<file path="src/rtl/ts_sync_aligner_pkg.sv">
// Shared constants and state type for the TS sync aligner.
package ts_pkg;

    localparam logic [7:0]  TS_SYNC_BYTE = 8'h47;
    localparam int unsigned TS_PKT_188   = 188;
    localparam int unsigned TS_PKT_204   = 204;

    typedef enum logic [1:0] {
        HUNT   = 2'd0,
        VERIFY = 2'd1,
        LOCKED = 2'd2
    } sync_state_t;

endpackage

</file>
<file path="src/rtl/ts_sync_aligner_if.sv">
// Raw TS input / aligned TS output bundle of the aligner.
// TS_SYNC_204_EN adds the pkt204 mode flag.
interface ts_sync_aligner_if #(
    parameter int unsigned CNT_WIDTH = 16
);
    logic [7:0]           in_data;
    logic                 in_valid;
    logic [7:0]           mpeg_data;
    logic                 mpeg_valid;
    logic                 mpeg_sync;
    logic                 locked;
    logic                 sync_err;
    logic [CNT_WIDTH-1:0] lost_cnt;
`ifdef TS_SYNC_204_EN
    logic                 pkt204;

    modport master (input in_data, in_valid,
                    output mpeg_data, mpeg_valid, mpeg_sync, locked, sync_err, lost_cnt, pkt204);
    modport slave  (output in_data, in_valid,
                    input mpeg_data, mpeg_valid, mpeg_sync, locked, sync_err, lost_cnt, pkt204);
`else
    modport master (input in_data, in_valid,
                    output mpeg_data, mpeg_valid, mpeg_sync, locked, sync_err, lost_cnt);
    modport slave  (output in_data, in_valid,
                    input mpeg_data, mpeg_valid, mpeg_sync, locked, sync_err, lost_cnt);
`endif
endinterface

</file>
<file path="src/rtl/ts_sync_aligner_checker.sv">
// Position counter, good-sync counter and boundary compare for one packet spacing.
module ts_sync_checker
    import ts_pkg::*;
#(
    parameter int unsigned SPACING    = TS_PKT_188,
    parameter int unsigned LOCK_COUNT = 3,
    parameter int unsigned SKIP_FROM  = TS_PKT_188
) (
    input  logic       clk,
    input  logic       rst_n,
    input  logic       run_i,
    input  logic       start_i,
    input  logic       valid_i,
    input  logic [7:0] data_i,
    output logic       boundary_c_o,
    output logic       hit_c_o,
    output logic       lock_c_o,
    output logic       alive_c_o,
    output logic       skip_c_o
);
    localparam int unsigned CW = $clog2(SPACING);
    localparam int unsigned GW = $clog2(LOCK_COUNT + 1);

    logic [CW-1:0] cnt_q, cnt_d;
    logic [GW-1:0] good_q, good_d;
    logic          alive_q, alive_d;
    logic          miss_c;

    // cnt_q is the packet position of the byte currently on data_i
    assign boundary_c_o = run_i && valid_i && (cnt_q == '0);
    assign hit_c_o      = boundary_c_o && (data_i == TS_SYNC_BYTE);
    assign miss_c       = boundary_c_o && (data_i != TS_SYNC_BYTE);
    assign lock_c_o     = hit_c_o && alive_q && (good_q >= GW'(LOCK_COUNT - 1));
    assign alive_c_o    = alive_q && !miss_c;
    assign skip_c_o     = cnt_q >= CW'(SKIP_FROM);

    always_comb begin
        cnt_d   = cnt_q;
        good_d  = good_q;
        alive_d = alive_q;
        if (start_i) begin
            cnt_d   = CW'(1);
            good_d  = GW'(1);
            alive_d = 1'b1;
        end else if (!run_i) begin
            cnt_d   = '0;
            good_d  = '0;
            alive_d = 1'b0;
        end else if (valid_i) begin
            cnt_d   = (cnt_q == CW'(SPACING - 1)) ? '0 : cnt_q + CW'(1);
            alive_d = alive_c_o;
            if (hit_c_o && (good_q != GW'(LOCK_COUNT))) good_d = good_q + GW'(1);
        end
    end

    always_ff @(posedge clk or negedge rst_n) begin
        if (!rst_n) begin
            cnt_q   <= '0;
            good_q  <= '0;
            alive_q <= 1'b0;
        end else begin
            cnt_q   <= cnt_d;
            good_q  <= good_d;
            alive_q <= alive_d;
        end
    end

endmodule

</file>
<file path="src/rtl/ts_sync_aligner.sv">
// Hunts the 0x47 sync in a raw TS byte stream, locks, and emits aligned packets to logic_ram.
// TS_SYNC_204_EN additionally locks to 204-byte packets and strips the RS parity.
module ts_sync_aligner
    import ts_pkg::*;
#(
    parameter int unsigned PACK_BYTE_SIZE = TS_PKT_188,
    parameter int unsigned LOCK_COUNT     = 3,
    parameter int unsigned UNLOCK_COUNT   = 3,
    parameter int unsigned CNT_WIDTH      = 16
) (
    input  logic              S_AXI_ACLK,
    input  logic              S_AXI_ARESETN,
    ts_sync_aligner_if.master bus
);
    localparam int unsigned MW = $clog2(UNLOCK_COUNT + 1);

    sync_state_t          state_q, state_d;
    logic [MW-1:0]        miss_q, miss_d;
    logic [CNT_WIDTH-1:0] lost_q, lost_d;
    logic [7:0]           data_q, data_d;
    logic                 valid_q, valid_d;
    logic                 sync_q, sync_d;
    logic                 err_q, err_d;
    logic                 locked_q;

    logic run_c, is_sync_c, start_c;
    logic bnd188_c, hit188_c, lock188_c, alive188_c, skip188_c;
    logic bnd_c, hit_c, skip_c, lock_any_c, alive_any_c;

    assign is_sync_c = bus.in_data == TS_SYNC_BYTE;
    assign run_c     = state_q != HUNT;
    assign start_c   = (state_q == HUNT) && bus.in_valid && is_sync_c;

    ts_sync_checker #(
        .SPACING    (PACK_BYTE_SIZE),
        .LOCK_COUNT (LOCK_COUNT),
        .SKIP_FROM  (PACK_BYTE_SIZE)
    ) u_chk188 (
        .clk          (S_AXI_ACLK),
        .rst_n        (S_AXI_ARESETN),
        .run_i        (run_c),
        .start_i      (start_c),
        .valid_i      (bus.in_valid),
        .data_i       (bus.in_data),
        .boundary_c_o (bnd188_c),
        .hit_c_o      (hit188_c),
        .lock_c_o     (lock188_c),
        .alive_c_o    (alive188_c),
        .skip_c_o     (skip188_c)
    );

`ifdef TS_SYNC_204_EN
    logic bnd204_c, hit204_c, lock204_c, alive204_c, skip204_c;
    logic len204_q, len204_d, pkt204_q;

    ts_sync_checker #(
        .SPACING    (TS_PKT_204),
        .LOCK_COUNT (LOCK_COUNT),
        .SKIP_FROM  (PACK_BYTE_SIZE)
    ) u_chk204 (
        .clk          (S_AXI_ACLK),
        .rst_n        (S_AXI_ARESETN),
        .run_i        (run_c),
        .start_i      (start_c),
        .valid_i      (bus.in_valid),
        .data_i       (bus.in_data),
        .boundary_c_o (bnd204_c),
        .hit_c_o      (hit204_c),
        .lock_c_o     (lock204_c),
        .alive_c_o    (alive204_c),
        .skip_c_o     (skip204_c)
    );

    assign bnd_c       = len204_q ? bnd204_c  : bnd188_c;
    assign hit_c       = len204_q ? hit204_c  : hit188_c;
    assign skip_c      = len204_q ? skip204_c : skip188_c;
    assign lock_any_c  = lock188_c || lock204_c;
    assign alive_any_c = alive188_c || alive204_c;

    // 188 spacing wins if both spacings confirm on the same byte
    always_comb begin
        len204_d = len204_q;
        if ((state_q == VERIFY) && bus.in_valid && lock_any_c) len204_d = !lock188_c;
    end

    always_ff @(posedge S_AXI_ACLK or negedge S_AXI_ARESETN) begin
        if (!S_AXI_ARESETN) begin
            len204_q <= 1'b0;
            pkt204_q <= 1'b0;
        end else begin
            len204_q <= len204_d;
            pkt204_q <= (state_d == LOCKED) && len204_d;
        end
    end

    assign bus.pkt204 = pkt204_q;
`else
    assign bnd_c       = bnd188_c;
    assign hit_c       = hit188_c;
    assign skip_c      = skip188_c;
    assign lock_any_c  = lock188_c;
    assign alive_any_c = alive188_c;
`endif

    always_comb begin
        state_d = state_q;
        miss_d  = miss_q;
        lost_d  = lost_q;
        data_d  = data_q;
        valid_d = 1'b0;
        sync_d  = 1'b0;
        err_d   = 1'b0;
        if (bus.in_valid) begin
            unique case (state_q)
                HUNT: if (is_sync_c) state_d = VERIFY;
                VERIFY: begin
                    if (lock_any_c) begin
                        state_d = LOCKED;
                        miss_d  = '0;
                        valid_d = 1'b1;
                        sync_d  = 1'b1;
                        data_d  = bus.in_data;
                    end else if (!alive_any_c) begin
                        state_d = HUNT;
                    end
                end
                LOCKED: begin
                    if (bnd_c && hit_c) begin
                        miss_d  = '0;
                        valid_d = 1'b1;
                        sync_d  = 1'b1;
                        data_d  = bus.in_data;
                    end else if (bnd_c) begin
                        // flywheel over a bad sync until too many in a row
                        err_d = 1'b1;
                        if (miss_q >= MW'(UNLOCK_COUNT - 1)) begin
                            state_d = HUNT;
                            miss_d  = '0;
                            if (lost_q != '1) lost_d = lost_q + CNT_WIDTH'(1);
                        end else begin
                            miss_d  = miss_q + MW'(1);
                            valid_d = 1'b1;
                            sync_d  = 1'b1;
                            data_d  = bus.in_data;
                        end
                    end else if (!skip_c) begin
                        valid_d = 1'b1;
                        data_d  = bus.in_data;
                    end
                end
                default: state_d = HUNT;
            endcase
        end
    end

    always_ff @(posedge S_AXI_ACLK or negedge S_AXI_ARESETN) begin
        if (!S_AXI_ARESETN) begin
            state_q  <= HUNT;
            miss_q   <= '0;
            lost_q   <= '0;
            data_q   <= '0;
            valid_q  <= 1'b0;
            sync_q   <= 1'b0;
            err_q    <= 1'b0;
            locked_q <= 1'b0;
        end else begin
            state_q  <= state_d;
            miss_q   <= miss_d;
            lost_q   <= lost_d;
            data_q   <= data_d;
            valid_q  <= valid_d;
            sync_q   <= sync_d;
            err_q    <= err_d;
            locked_q <= state_d == LOCKED;
        end
    end

    assign bus.mpeg_data  = data_q;
    assign bus.mpeg_valid = valid_q;
    assign bus.mpeg_sync  = sync_q;
    assign bus.sync_err   = err_q;
    assign bus.locked     = locked_q;
    assign bus.lost_cnt   = lost_q;

endmodule

</file>
<file path="src/flat_wrapper.sv">
// flat-port wrapper written by rule: the top's interface ports become plain ports
module ts_sync_aligner_flat import ts_pkg::*;
#(
    parameter int unsigned PACK_BYTE_SIZE = TS_PKT_188,
    parameter int unsigned LOCK_COUNT     = 3,
    parameter int unsigned UNLOCK_COUNT   = 3,
    parameter int unsigned CNT_WIDTH      = 16
)
  (S_AXI_ACLK, S_AXI_ARESETN, bus_in_data, bus_in_valid, bus_mpeg_data, bus_mpeg_valid, bus_mpeg_sync, bus_locked, bus_sync_err, bus_lost_cnt);
  ts_sync_aligner_if #(.CNT_WIDTH(CNT_WIDTH)) bus_i ();
  input  logic S_AXI_ACLK;
  input  logic S_AXI_ARESETN;
  input wire logic [$bits(bus_i.in_data)-1:0] bus_in_data;
  input wire logic [$bits(bus_i.in_valid)-1:0] bus_in_valid;
  output wire logic [$bits(bus_i.mpeg_data)-1:0] bus_mpeg_data;
  output wire logic [$bits(bus_i.mpeg_valid)-1:0] bus_mpeg_valid;
  output wire logic [$bits(bus_i.mpeg_sync)-1:0] bus_mpeg_sync;
  output wire logic [$bits(bus_i.locked)-1:0] bus_locked;
  output wire logic [$bits(bus_i.sync_err)-1:0] bus_sync_err;
  output wire logic [$bits(bus_i.lost_cnt)-1:0] bus_lost_cnt;
  assign bus_i.in_data = bus_in_data;
  assign bus_i.in_valid = bus_in_valid;
  assign bus_mpeg_data = bus_i.mpeg_data;
  assign bus_mpeg_valid = bus_i.mpeg_valid;
  assign bus_mpeg_sync = bus_i.mpeg_sync;
  assign bus_locked = bus_i.locked;
  assign bus_sync_err = bus_i.sync_err;
  assign bus_lost_cnt = bus_i.lost_cnt;
  ts_sync_aligner #(.PACK_BYTE_SIZE(PACK_BYTE_SIZE), .LOCK_COUNT(LOCK_COUNT), .UNLOCK_COUNT(UNLOCK_COUNT), .CNT_WIDTH(CNT_WIDTH)) u_core (.S_AXI_ACLK(S_AXI_ACLK), .S_AXI_ARESETN(S_AXI_ARESETN), .bus(bus_i));
endmodule
</file>
<file path="config.mk">
export PLATFORM = sky130hd
export DESIGN_NAME = ts_sync_aligner_flat
export DESIGN_NICKNAME = d
export VERILOG_FILES = /design/src/rtl/ts_sync_aligner_pkg.sv /design/src/rtl/ts_sync_aligner_if.sv /design/src/rtl/ts_sync_aligner_checker.sv /design/src/rtl/ts_sync_aligner.sv /design/src/flat_wrapper.sv
export SDC_FILE = /design/constraint.sdc
export NUM_CORES = 1
export LEC_CHECK = 0
export ABC_AREA = 1
export CAP_MARGIN = 20
export CORE_MARGIN = 10
export CORE_UTILIZATION = 28
export CTS_BUF_LIST = sky130_fd_sc_hd__clkbuf_8
export CTS_CLUSTER_DIAMETER = 60
export DETAILED_ROUTE_END_ITERATION = 10
export GPL_ROUTABILITY_DRIVEN = 0
export PLACE_DENSITY_LB_ADDON = 0.05
export SLEW_MARGIN = 20
export SYNTH_ARGS = -nofsm -noshare
export SYNTH_HDL_FRONTEND = slang
export SYNTH_SLANG_ARGS = --single-unit
</file>
<file path="constraint.sdc">
create_clock -name S_AXI_ACLK -period 2 [get_ports S_AXI_ACLK]
set_input_delay 0.4 -clock S_AXI_ACLK [delete_from_list [all_inputs] [get_ports S_AXI_ACLK]]
set_output_delay 0.4 -clock S_AXI_ACLK [all_outputs]
set_load 0.005 [all_outputs]
</file>
==> results of run 1 <==
[logic make-up (layout without fill, tap and decap cells)]
kind of cell             Yosys count  count (layout)
AND/OR/NAND/NOR                  160             160
flip-flops                        43              43
buffers and inverters             41             113
AO/OA/AOI/OAI                     37              37
XOR/XNOR                          19              19
adder cells (fa/ha/maj)            9               9
[cell usage in the layout (no fill, tap or decap), types with 2 or more instances in the layout]
cell type	n
nand4_1	7
o21ai_2	5
nand3_1	22
inv_1	23
o21ai_1	4
o31ai_1	2
o21ai_0	6
clkbuf_8	5
bufinv_16	2
nor2_4	3
nand2_1	94
a21oi_1	8
buf_4	28
o22ai_1	5
nand2_2	4
nand2_4	2
xnor2_1	7
ha_1	7
dfrtp_1	43
ha_4	2
inv_4	2
xor2_1	12
clkdlybuf4s50_1	37
inv_2	11
nor3_1	6
nor2_1	19
[through the flow]
step,cell area (sq um),setup TNS (ps)
2_1_floorplan,2500,0
3_3_place_gp,3190,-1120
6_report,3390,0
4_1_cts,3330,0
5_1_grt,3390,-79.1
3_5_place_dp,3190,-2090
[metal layers]
| metal | track usage | vias up | wire length, um |
|---|---|---|---|
| li1 | - | 1146 | - |
| met1 | 0.117 | 1015 | 2840 |
| met2 | 0.161 | 35 | 3020 |
| met3 | 0.0262 | 2 | 349 |
| met4 | 0.0251 | 0 | 38 |
| met5 | 0 | - | 0 |
[worst min-delay path by stage]
| stage | startpoint | to | slack [ps] | cells after the start |
|---|---|---|---|---|
| detailed placement | S_AXI_ARESETN | u_core.bus.mpeg_data[5] | 380 | 1 |
| floorplan | S_AXI_ARESETN | u_core.bus.locked | 100 | 0 |
| finish | S_AXI_ARESETN | u_core.bus.mpeg_data[5] | 40 | 1 |
| global route | S_AXI_ARESETN | u_core.bus.mpeg_data[5] | 60 | 1 |
| global placement | S_AXI_ARESETN | u_core.bus.mpeg_data[5] | 370 | 1 |
| CTS | S_AXI_ARESETN | u_core.bus.mpeg_data[5] | 50 | 1 |
[worst reg2reg max path: cells and delay by family, from the launching register on]
kind / cells / cell delay (ps)
AND/OR/NAND/NOR: 6 / 730
adder cells (fa/ha/maj): 1 / 160
buffers and inverters: 3 / 470
flip-flops: 1 / 400
[sequential cells by signal (all words and copies together), names as in the netlist]
register and cells:
u_core.u_chk188.alive_q 1, u_core.bus.mpeg_data 8, u_core.bus.mpeg_valid 1, u_core.bus.mpeg_sync 1, u_core.bus.lost_cnt 16, u_core.bus.sync_err 1
u_core.bus.locked 1, u_core.miss_q 2, u_core.state_q 2, u_core.u_chk188.good_q 2, u_core.u_chk188.cnt_q 8
[layout make-up]
cell class / instances / area [sq um]
sequential: 43 / 1080
timing repair buffer: 69 / 624
multi-input combinational: 225 / 1280
clock inverter: 3 / 63.8
fill: 920 / 5330
tap: 108 / 135
clock buffer: 5 / 68.8
inverter: 36 / 141
[power by group through the flow]
stage	clock network [mW]	registers [mW]	logic, mW
finish	0.815	1.04	0.545
detailed placement	0	1.06	0.540
floorplan	0	1.06	0.249
global placement	0	1.06	0.537
CTS	0.849	1.04	0.541
global route	0.875	1.06	0.617
[what timing repair did]
item,CTS,global route
endpoints found under the hold margin,0,0
gates resized for setup,0,11
endpoints found under the setup margin,0,31
setup buffers,0,2
==> flow_summary.toml, run 1 <==
[placed_design]
place_inst = 478
pre_cts_ws_ps = -146
place_hpwl_mm = 4.77
io_buffer_count = 38

[timing]
max-slew-margin-rel = 0.418
skew_ps = 9.04
timing.fmax_ghz = 0.536
post-route-period-util = 0.933
period_needed_ps = 1870
worstMarginPinSlew_ps = 865
hold_viol = 0
maxSlewViolCount = 0
layout_setup_ws_ps = 134
setup_viol = 0
whs_ps = 38.1

[clock_network]
clock_tree.buffer_depth = 2
cts_tree = "built"
clock_latency_ps = 300
htreeDepth = 2
cts.root.buffer_cell = "clkbuf_8"
clk_pin_slew_worst_paths_ps = 90
postCtsHoldBufs = 0
cts_made_buffers = 5
cts.sinks = 43

[worst_setup_path]
slowest_stage = "dfrtp_1"
cp.depth = 10
r2r-start = "u_core.u_chk188.cnt_q[1]"
cp_data_arrival_time_ps = 2060
max_stage_delay_ps = 400
critPathBufInv = 3
reg2regPathDepth = 10
critPathKind = "reg -> reg"
crit_family = "simple AND/OR/NAND/NOR gates"
critPathCapture = "u_core.bus.lost_cnt[12]"
worstPathMaxFanout = 10
required_ps = 2200
worstSetupEndpointType = "flip-flop"
startpoint = "u_core.u_chk188.cnt_q[1]"
r2r_end = "u_core.bus.lost_cnt[12]"
r2r_slack_ps = 130
worstPathCellList = "inv_1 > ha_4 > nand3_1 > nor4_2 > and2_1 > nand4_1 > buf_4 > clkbuf_4 > nand2_1 > nand2_1"
startpoint_type = "flip-flop"
cpMostUsedCell = "nand2_1"

[logic_synthesis]
yosysTopAreaCell = "dfrtp_1"
synth_top_area_frac = 0.430
post_synth_mux_area_share = 0
syn_inst = 309
synth_area_sq_um = 2500
yosysSeqAreaShare = 0.430
synthAdderAreaFrac = 0.0450
yosysMostFrequentCell = "nand2_1"
synth-simple-area-share = 0.288
synthTopCellsByCount = "nand2_1 (94), dfrtp_1 (43), inv_1 (24), nand3_1 (22), nor2_1 (19)"
ys_warn_count = 0
synth_compound_area_frac = 0.0981
synth_ff_type = "dfrtp_1"
synth_xor_area_frac = 0.0666
synth.distinct_cells = 34
syn_area_per_cell_sq_um = 8.09
ys_ff_latch = 43
synth_area_leaders = "dfrtp_1 (43%), nand2_1 (14%), ha_1 (4.5%)"
synth_top_family_by_area = "simple AND/OR/NAND/NOR gates"
synth_nets = 329
async_reset_ff_frac = 1.00
synth_edf_count = 0

[floorplan]
die_h_um = 114
dieArea_sq_um = 13100
initial_utilization = 0.287
std_cell_rows = 34
ios = 39
die_x_um = 114
core_sq_um = 8720

[power]
power_switching_mw = 0.637
peakVddDrop_mv = 0.428
pwr-share-comb = 0.227
leakagePower_nw = 1.55
power.density_nw_per_um2 = 709
power.internal_mw = 1.76
switching_share = 0.265
pwr-share-clk = 0.339
seq_power_share = 0.434
p_total_mw = 2.40

[run_status]
status = "completed"

[grt]
grt_pass1_wl_mm = 10.4
grt_use_total = 0.0957
antenna_found_initial = 0
grt_pass1_vias = 2188
grt_start_max_net_pins = 27
grt-ovfl-total = 0

[layout]
area_delta_synth_final_pct = 35.5
final_util = 0.389
layout-drive-gt1-share = 0.194
instances_no_fill = 489
diodes = 0
nets = 400

[drt]
routedWlPerCell_um = 12.8
ant_nets = 0
drc_errors = 0
drt_pre_antenna_iters = 4
routed_via_density = 4.49
vias = 2198
drtIter0Drc = 81
routed_wl_mm = 6.25

[min_path]
hold_path.class = "in -> async"

[flow_run]
cap_violations = 0
Power figures use the tool's default switching activity.
==> run 2: changes to the inputs <==
- CORE_UTILIZATION: 28 -> 41
==> run 2 against run 1 <==
Compared with the run above: maximum frequency increased by 2.1%; register-to-register slack improved by 40 ps; worst hold slack improved by 36 ps; clock power is 32% lower; combinational power about the same; via count is 1.4% lower; first-iteration DRC count shrank 21%; critical path type unchanged; largest cell class unchanged; largest power group unchanged.
==> flow_summary.toml, run 2 (same netlist as run 1, synthesis figures left out) <==
[power]
leakagePower_nw = 1.52
power.density_nw_per_um2 = 652
peakVddDrop_mv = 0.366

[worst_setup_path]
r2r_end = "u_core.bus.locked"
max_stage_delay_ps = 350
cpMostUsedCell = "nand2_1"
startpoint_type = "flip-flop"
critPathKind = "reg -> reg"
r2r_slack_ps = 170
required_ps = 2180
cp_data_arrival_time_ps = 2010
r2r-start = "u_core.state_q[0]"
worstPathCellList = "inv_1 > ha_1 > clkinv_2 > nand2_2 > buf_4 > nor2_1 > nand3_2 > nand2_1 > nand3_1 > nand2_1 > nand2_1 > nand2_1 > a21oi_1"
reg2regPathDepth = 13
slowest_stage = "dfrtp_1"
worstPathMaxFanout = 4
worstSetupEndpointType = "flip-flop"

[timing]
timing.fmax_ghz = 0.547
period_needed_ps = 1830
hold_viol = 0
skew_ps = 10.6
setup_viol = 0
max-slew-margin-rel = 0.598
maxSlewViolCount = 0
post-route-period-util = 0.914
rsz0062_at_grt = "true"
layout_setup_ws_ps = 171
worstMarginPinSlew_ps = 599

[floorplan]
std_cell_rows = 28
die_h_um = 98.1
die_x_um = 98.1
ios = 39
dieArea_sq_um = 9620
initial_utilization = 0.422
core_sq_um = 5920

[clock_network]
cts_made_buffers = 5
clk_pin_slew_worst_paths_ps = 80
clock_tree.buffer_depth = 2
post-cts-setup-buffers = 0
cts.sinks = 43
cts_tree = "built"
cts.root.buffer_cell = "clkbuf_8"
htreeDepth = 2
clock_latency_ps = 300

[layout]
layout-drive-gt1-share = 0.189
final_cell_mix = "nand2_1 (94), dfrtp_1 (43), clkdlybuf4s50_1 (37)"
nets = 401
area_delta_synth_final_pct = 31.4
layout_commonest_cell = "nand2_1"
diodes = 0
largest_reg_flops = 16
nFillCells = 563
final_util = 0.555

[grt]
antenna_found_initial = 0
grt_use_total = 0.122
grt.busiest_layer = "met2"
grt-ovfl-total = 0
met2_usage = 0.212
grtUsageMet3 = 0.0324
grt_pass1_wl_mm = 10.0
grt_start_max_net_pins = 25
grt_pass1_vias = 2168
use_met1 = 0.141

[placed_design]
place_hpwl_mm = 4.64
io_buffer_count = 38
pre_cts_ws_ps = -133

[drt]
drt_pre_antenna_iters = 4
vias = 2167
ant_nets = 0
routed_wl_mm = 5.75
routed_via_density = 4.75
routedWlPerCell_um = 12.6
drtIter0Drc = 64
drc_errors = 0

[run_status]
status = "completed"

[min_path]
hold_path.class = "in -> async"

[flow_run]
cap_violations = 0
-- run 2: metrics by stage --
| stage | hold slack (ps) | power (mW) | cell area (sq um) | setup TNS (ps) | instances |
|---|---|---|---|---|---|
| after floorplan | 104 | 1.31 | 2500 | 0 | 309 |
| after global placement | 413 | 1.60 | 3170 | -866 | 449 |
| after detailed placement | 412 | 1.60 | 3170 | -1430 | 449 |
| after CTS | 84.6 | 2.18 | 3260 | 0 | 456 |
| after global routing | 107 | 2.27 | 3280 | -0.212 | 456 |
| final | 74.5 | 2.14 | 3280 | 0 | 456 |
-- run 2: layer usage --
metal  share of wire  wire length [um]  up-vias
met5               0                 0        -
met1            0.45              2600      977
met4           0.014                79        0
li1                -                 -     1138
met2            0.49              2810       42
met3           0.045               261       10
-- run 2: worst max path at each step --
stage,from,to,cells past startpoint
5_1_grt,u_core.u_chk188.cnt_q[0],u_core.bus.lost_cnt[5],9
2_1_floorplan,u_core.state_q[0],u_core.bus.mpeg_data[4],14
4_1_cts,u_core.u_chk188.cnt_q[0],u_core.u_chk188.cnt_q[7],4
6_report,u_core.state_q[0],u_core.bus.locked,13
3_5_place_dp,bus_in_data[6],u_core.bus.locked,12
3_3_place_gp,bus_in_data[6],u_core.bus.locked,12
-- run 2: worst max-delay path, delay by kind of cell, from the launching register on --
family	cells	cell delay [ps]
flip-flops	1	350
adder cells (fa/ha/maj)	1	260
AND/OR/NAND/NOR	8	730
buffers and inverters	3	300
AO/OA/AOI/OAI	1	70
-- run 2: timing repair --
action                     4_1_cts  5_1_grt
resized for setup                0        5
hold buffers                     0        0
setup endpoints to repair        0       19
-- run 2: power by group --
| part | total, mW | internal, mW | switching [mW] | leakage [nW] |
|---|---|---|---|---|
| registers | 1.04 | 0.975 | 0.0657 | 0.583 |
| logic | 0.543 | 0.295 | 0.248 | 0.894 |
| clock network | 0.556 | 0.271 | 0.285 | 0.0470 |
-- run 2: layout make-up --
type	count	area, sq um	share of cell area
Sequential cell	43	1080	0.328
Clock inverter	1	5.00	0.00152
Inverter	36	139	0.0423
Timing Repair Buffer	70	619	0.189
Clock buffer	6	82.6	0.0251
Multi-Input combinational cell	225	1270	0.386
Tap cell	75	93.8	0.0286
